File: src/rtl/if_id_stage.sv
// if_id_stage: IF/ID pipeline register with a one-entry skid buffer and MIPS field decode.
// if_ready is a pure register output (~skid_valid), so fetch never sees a combinational path from ID.
module if_id_stage #(
  parameter logic [31:0] PC_RESET = 32'h0000_0000,
  parameter logic [31:0] NOP_INST = 32'h0000_0000
) (
  input  logic        clk,
  input  logic        rst,
  input  logic        if_valid,
  input  logic [31:0] if_pc,
  input  logic [31:0] if_inst,
  output logic        if_ready,
  input  logic        flush,
  input  logic        id_ready,
  output logic        id_valid,
  output logic [31:0] id_pc,
  output logic [31:0] id_inst,
  output logic [5:0]  id_opcode,
  output logic [4:0]  id_rs,
  output logic [4:0]  id_rt,
  output logic [4:0]  id_rd,
  output logic [4:0]  id_shamt,
  output logic [5:0]  id_funct,
  output logic [31:0] id_imm_sext,
  output logic [31:0] id_branch_target,
  output logic [31:0] id_jump_target,
  output logic [2:0]  id_class
);
  logic        main_valid, skid_valid, accept, consume, advance;
  logic [31:0] main_pc, main_inst, skid_pc, skid_inst, pc_plus4;
  assign if_ready = ~skid_valid;
  assign accept   = if_valid & if_ready & ~flush;
  assign consume  = main_valid & id_ready;
  assign advance  = ~main_valid | consume;
  always_ff @(posedge clk or posedge rst)
    if (rst) begin
      main_valid <= 1'b0;
      skid_valid <= 1'b0;
      main_pc    <= PC_RESET;
      main_inst  <= NOP_INST;
      skid_pc    <= PC_RESET;
      skid_inst  <= NOP_INST;
    end else if (flush) begin
      main_valid <= 1'b0;
      skid_valid <= 1'b0;
    end else if (advance) begin
      main_valid <= skid_valid | accept;
      skid_valid <= skid_valid & accept;
      if (skid_valid) begin
        main_pc   <= skid_pc;
        main_inst <= skid_inst;
      end else if (accept) begin
        main_pc   <= if_pc;
        main_inst <= if_inst;
      end
      if (skid_valid & accept) begin
        skid_pc   <= if_pc;
        skid_inst <= if_inst;
      end
    end else if (accept) begin
      skid_valid <= 1'b1;
      skid_pc    <= if_pc;
      skid_inst  <= if_inst;
    end
  // An empty stage presents a NOP at PC_RESET so decode never sees stale data
  assign id_valid         = main_valid;
  assign id_pc            = main_valid ? main_pc : PC_RESET;
  assign id_inst          = main_valid ? main_inst : NOP_INST;
  assign id_opcode        = id_inst[31:26];
  assign id_rs            = id_inst[25:21];
  assign id_rt            = id_inst[20:16];
  assign id_rd            = id_inst[15:11];
  assign id_shamt         = id_inst[10:6];
  assign id_funct         = id_inst[5:0];
  assign id_imm_sext      = {{16{id_inst[15]}}, id_inst[15:0]};
  assign pc_plus4         = id_pc + 32'd4;
  assign id_branch_target = pc_plus4 + {id_imm_sext[29:0], 2'b00};
  assign id_jump_target   = {pc_plus4[31:28], id_inst[25:0], 2'b00};
  assign id_class = (id_opcode == 6'h00)                          ? 3'd0 :
                    (id_opcode inside {6'h04, 6'h05})             ? 3'd1 :
                    (id_opcode inside {6'h02, 6'h03})             ? 3'd2 :
                    (id_opcode == 6'h23)                          ? 3'd3 :
                    (id_opcode == 6'h2B)                          ? 3'd4 :
                    (id_opcode inside {6'h08, 6'h09, 6'h0C, 6'h0D, 6'h0F}) ? 3'd5 : 3'd7;
endmodule
File: config.mk
export PLATFORM = sky130hd
export DESIGN_NAME = if_id_stage
export DESIGN_NICKNAME = d
export VERILOG_FILES = /design/src/rtl/if_id_stage.sv
export SDC_FILE = /design/constraint.sdc
export NUM_CORES = 1
export LEC_CHECK = 0
export CAP_MARGIN = 10
export CORE_MARGIN = 2
export CORE_UTILIZATION = 42
export CTS_CLUSTER_DIAMETER = 30
export DETAILED_ROUTE_END_ITERATION = 12
export PLACE_DENSITY = 0.69
export SYNTH_ARGS = -nofsm -noshare
export SYNTH_HDL_FRONTEND = slang
export SYNTH_SLANG_ARGS = --single-unit
export TNS_END_PERCENT = 1
File: constraint.sdc
create_clock -name clk -period 10.6 [get_ports clk]
set_input_delay 1.06 -clock clk [delete_from_list [all_inputs] [get_ports clk]]
set_output_delay 1.06 -clock clk [all_outputs]
set_load 0.01 [all_outputs]
Word level (Yosys, flattened, before mapping)
Index checks and enable logic that the tools add are counted.

storage, ports and cells
  flip-flop bits (word level) = 130
  output and inout port bits = 197
  logic and storage cells = 60
  input port bits = 69

operators by class
  equality and inequality tests = 12
  multiplexer cells = 21
  reduce and logical (&&, ||, !) cells = 10
  bitwise operators = 9
  add/sub/neg operators = 2

operator list
  kind                     number
  $mux W32                 10
  $add A32 B3 Y32 const B  1
  $add A32 B32 Y32         1
  $eq A6 B4 Y1 const B     5
  $eq A6 B2 Y1 const B     2
  $eq A6 B3 Y1 const B     2
  $eq A6 B6 Y1 const B     2
  $mux W3                  4
  $reduce_bool A2 Y1       5
  $logic_not A6 Y1         1
  $reduce_and A3 Y1        2
  $mux W1                  5
  $reduce_bool A5 Y1       1
  $and A1 B1 Y1            4
  $mux W2                  2
  $not A1 Y1               3
  $reduce_bool A3 Y1       1
  $ne A2 B1 Y1 const B     1
  $or A1 B1 Y1             2

Logic depth before layout (Yosys ltp)
  depth in word-level cells = 9
  depth in mapped cells = 22
  depth with buffers taken out = 17

Least setup slack after synthesis
No wires, ideal clock.

  path kind = register -> output
  from = register main_valid, in the netlist id_valid
  to = output id_branch_target[29]
  required time = 9540 ps
  buffers on the path = 5
  data arrival time = 4457 ps
  stages on the path, launching flop included = 23
  slack = 5083 ps
  cell sequence = dfrtp_1 buf_4 clkbuf_1 clkbuf_1 clkbuf_1 and2_1 ha_1 and3_2 nand3_1 nor3_2 nand4_2 nor3_1 nand3_1 xnor2_1 ha_1 clkbuf_1 a21oi_1 o21ba_2 o21ai_0 a21oi_1 o21ai_0 a21oi_1 xnor2_1

on the way
  cells in the longest elaborated chain, start to end = 3
  elaborated cells between the ends (all ways) = 4
  classes of those cells = add/sub (2); mux (2)

ends and longest elaborated chain
  item                    line  RTL
  from (decl)             29    logic main_valid, skid_valid, accept, consume, advance;
  from (signal assigned)  47    main_valid <= skid_valid | accept;
  $mux W32                67    assign id_pc = main_valid ? main_pc : PC_RESET;
  named net id_pc[3]      16    output logic [31:0] id_pc,
  $add A32 B3 Y32         76    assign pc_plus4 = id_pc + 32'd4;
  $add A32 B32 Y32        77    assign id_branch_target = pc_plus4 + {id_imm_sext[29:0], 2'b00};
  to (decl)               25    output logic [31:0] id_branch_target,

The timed path passes the listed nets, and every way through them passes these cells.

Worst setup path in the final report
  from = register main_valid, in the netlist id_valid
  to = output id_branch_target[31]

on the way
  cells in the longest elaborated chain, start to end = 3
  elaborated cells between the ends (all ways) = 4
  classes of those cells = add/sub (2); mux (2)

ends and longest elaborated chain
  item                line
  $mux W32            67
  $add A32 B3 Y32     76
  $add A32 B32 Y32 *  77

Every way passes the cells marked *; elsewhere a longest branch is shown, timed or not.

==> results.yml <==
finish:
  ff_latch_area_um2: 3260
  multi_input_area_um2: 4520
  nFillCells: 1848
  layout.cells.non_filler: 1351
  drive_gt1_share_pct: 11.8
  fin_nets: 1167
  utilization_pct: 56.3
  synthToLayoutAreaGrowth_pct: 31.4
logic_synthesis:
  syn_area_um2: 8700
  synthCells: 915
  synth-seq-cells: 130
  synth_edf_count: 0
  avgSynthCellArea_um2: 9.51
  synth_cell_types: 56
  ys_seq_area_share_pct: 37.4
  yosysWarningCount: 0
  synth-main-ff-cell: "dfrtp_1"
  async_flop_share_pct: 100
power:
  swShare_pct: 31.0
  p_switching_w: 0.000552
  p_leak_nw: 4.62
  vdd_ir_drop_max_uv: 108
  seqPwrFrac_pct: 37.5
  power.internal_w: 0.00123
  combPwrFrac_pct: 31.5
  p_clk_share_pct: 31.0
  p_per_area_nw_per_um2: 156
setup_path:
  arrival_ns: 5.11
  rrSetupSlack_ns: 7.92
  cp_data_required_time_ns: 9.54
  end_kind: "output port"
  worstReg2RegStart: "id_valid"
  max_stage_delay_ns: 0.55
  path_delay_family: "simple AND/OR/NAND/NOR gates"
  worstSetupStartpoint: "id_valid"
  worstSetupEndpoint: "id_branch_target[31]"
  critPathBufInv: 2
  r2r-end: "skid_inst[1]"
  path_class: "flip-flop to output port"
  slowest_stage: "clkdlybuf4s50_1"
  crit_path_cell_trace: "buf_4, and2_1, nand3_1, nor3_2, nand4_2, nor3_1, xor2_1, ha_1, nand3_1, nor3_1, o221ai_1, o211ai_1, a31oi_1, o31ai_1, xnor2_1, clkdlybuf4s50_1"
  ff2ff_path_depth: 5
  start_kind: "flip-flop"
  path_max_fanout: 75
  critical_path_depth: 16
global_routing:
  grt_pass1_vias: 6554
  antenna_found_initial: 1
  grt_max_degree: 76
  grt_pass1_wl_um: 35400
  grt_usage_pct: 20.6
  overflow: 0
clock_network:
  cts_htree_levels: 4
  cts_resized: 0
  numCtsBuffers: 17
  path_clk_slew_ns: 0.06
  ctsLongestPathBuffers: 2
  cts_root_buf: "clkbuf_16"
  insertion_delay_ns: 0.42
  cts_tree: "yes"
  cts_sinks: 130
  postCtsSetupRepairBufs: 0
  postCtsHoldBufs: 0
timing:
  layout_worst_path_cycle_share_pct: 58.2
  clock.fmax_mhz: 162
  hold_viol: 0
  rsz0062_at_grt: "false"
  period_needed_ns: 6.17
  slew_headroom_pct: 36.2
  fin_setup_tns_ns: 0
  maxSlewViolCount: 0
  setup_viol_count_final: 0
  tightest_slew_ns: 0.957
  fin_skew_ns: 0.0153
placement:
  gp_congestion: 0.893
  io_buffers: 263
  dpl.cell_count: 1318
  dp_hpwl_um: 16600
routing:
  wirelength_um: 22400
  drt_first_iter_violations: 313
  avgRoutedWirePerCell_um: 16.6
  firstDrtPassIters: 5
  vias: 6808
  via_per_inst: 5.04
  drc: 0
  drt.antenna.violating_nets: 0
min_path:
  hold_path_class: "flip-flop to flip-flop"
  min_from: "skid_pc[16]"
floorplanning:
  die-area_um2: 21900
  ios: 266
  start_util_pct: 42.9
  die-width_um: 148
  rows: 52
  coreArea_um2: 20300
  die_h_um: 148
run_status:
  status: "finished, final reports clean"
job:
  drv_cap: 0
cells by family after synthesis:
| kind of cell | count (synthesis) | share of synthesized area (%) |
|---|---|---|
| other cells | 1 | 0.0431 |
| buf+inv | 156 | 10.9 |
| flops | 130 | 37.4 |
| simple gates | 249 | 14.8 |
| mux | 128 | 15.6 |
| xor+xnor | 53 | 5.55 |
| compound gates | 167 | 11.2 |
| fa+ha+maj | 31 | 4.54 |
cells in the mapped netlist (2+ instances only):
| cell | n | share of area, % |
|---|---|---|
| a21o_1 | 7 | 0.60 |
| a21oi_1 | 94 | 5.4 |
| o21bai_1 | 4 | 0.35 |
| mux2_2 | 64 | 8.3 |
| a31oi_1 | 6 | 0.43 |
| ha_1 | 30 | 4.3 |
| nand3_1 | 21 | 1.2 |
| o31a_1 | 3 | 0.30 |
| and2_1 | 60 | 4.3 |
| buf_2 | 2 | 0.12 |
| a211oi_1 | 9 | 0.78 |
| a21bo_2 | 2 | 0.23 |
| o211ai_1 | 4 | 0.35 |
| and2_2 | 2 | 0.17 |
| inv_1 | 19 | 0.82 |
| xor2_1 | 17 | 1.7 |
| nand2_1 | 32 | 1.4 |
| nor2b_1 | 3 | 0.22 |
| and3_2 | 2 | 0.17 |
| xnor2_1 | 35 | 3.5 |
| buf_4 | 95 | 8.2 |
| nand4_1 | 7 | 0.50 |
| o31ai_1 | 4 | 0.35 |
| nor2_1 | 90 | 3.9 |
| mux2i_1 | 64 | 7.4 |
| nor3_2 | 2 | 0.23 |
| and3_1 | 4 | 0.29 |
| nor3_1 | 13 | 0.75 |
| buf_1 | 4 | 0.17 |
| o21a_1 | 5 | 0.43 |
| or2_2 | 3 | 0.22 |
| dfrtp_1 | 130 | 37 |
| o21ai_0 | 20 | 1.2 |
| clkbuf_1 | 36 | 1.6 |
power groups by stage:
stage	clock [W]	combinational [W]	sequential (W)
2_1_floorplan	0	0.000359	0.000653
3_3_place_gp	0	0.000561	0.000670
3_5_place_dp	0	0.000566	0.000675
4_1_cts	0.000565	0.000568	0.000666
5_1_grt	0.000587	0.000614	0.000682
6_report	0.000552	0.000561	0.000667
worst register-to-register path, delay by kind of cell (launching register included):
kind / cells / cell delay, ns
flops: 1 / 0.36
mux: 1 / 0.61
simple gates: 3 / 1.09
buf+inv: 1 / 0.52
metal layers:
layer	up-vias	routed length [um]	track usage, %
met5	-	0	0
met4	0	236	5.19
met3	16	1440	4.85
met2	214	10600	33.6
met1	3194	10100	27.7
li1	3384	-	-
flip-flops by register name, indices dropped and copies added (netlist names):
name,cells
main_pc,32
skid_valid,1
skid_inst,32
skid_pc,32
main_inst,32
id_valid,1
how the worst min path moves through the flow:
stage                         end  depth (start not counted)
detailed placement  skid_inst[26]                          1
global placement      skid_pc[25]                          1
CTS                    skid_pc[3]                          1
global route           skid_pc[9]                          1
finish                skid_pc[16]                          1
floorplan            skid_inst[0]                          1
cell usage in the layout, fill, tap and decap left out, types with 5 or more instances in the layout:
| cell type | count |
|---|---|
| inv_1 | 18 |
| clkbuf_16 | 17 |
| ha_1 | 30 |
| a211oi_1 | 9 |
| a21oi_1 | 94 |
| xor2_1 | 17 |
| buf_4 | 6 |
| mux2_2 | 64 |
| nor3_1 | 12 |
| o21a_1 | 5 |
| a31oi_1 | 6 |
| o21ai_0 | 20 |
| nand3_1 | 21 |
| nand4_1 | 7 |
| a21o_1 | 7 |
| xnor2_1 | 35 |
| clkdlybuf4s50_1 | 263 |
| nor2_1 | 90 |
| dfrtp_1 | 128 |
| and2_1 | 60 |
| nand2_1 | 31 |
| mux2i_1 | 64 |
| clkinv_4 | 5 |
through the flow:
stage | power, W | hold WS, ns | setup slack [ns] | cell area [um^2]
global placement | 0.00123 | 0.486 | 5.00 | 10900
finish | 0.00178 | 0.502 | 4.43 | 11400
global route | 0.00188 | 0.515 | 3.96 | 11400
CTS | 0.00180 | 0.506 | 4.39 | 11400
detailed placement | 0.00124 | 0.493 | 4.86 | 10900
floorplan | 0.00101 | 0.479 | 5.08 | 8710
cell type report:
type | instances | share of cell area, %
clock buffer | 18 | 3.75
sequential | 130 | 28.5
clock inverter | 14 | 1.14
tap | 270 | 2.95
antenna | 1 | 0.0219
multi-input combinational | 630 | 39.5
inverter | 19 | 0.668
timing repair buffer | 269 | 23.4
Power figures use the tool's default switching activity.
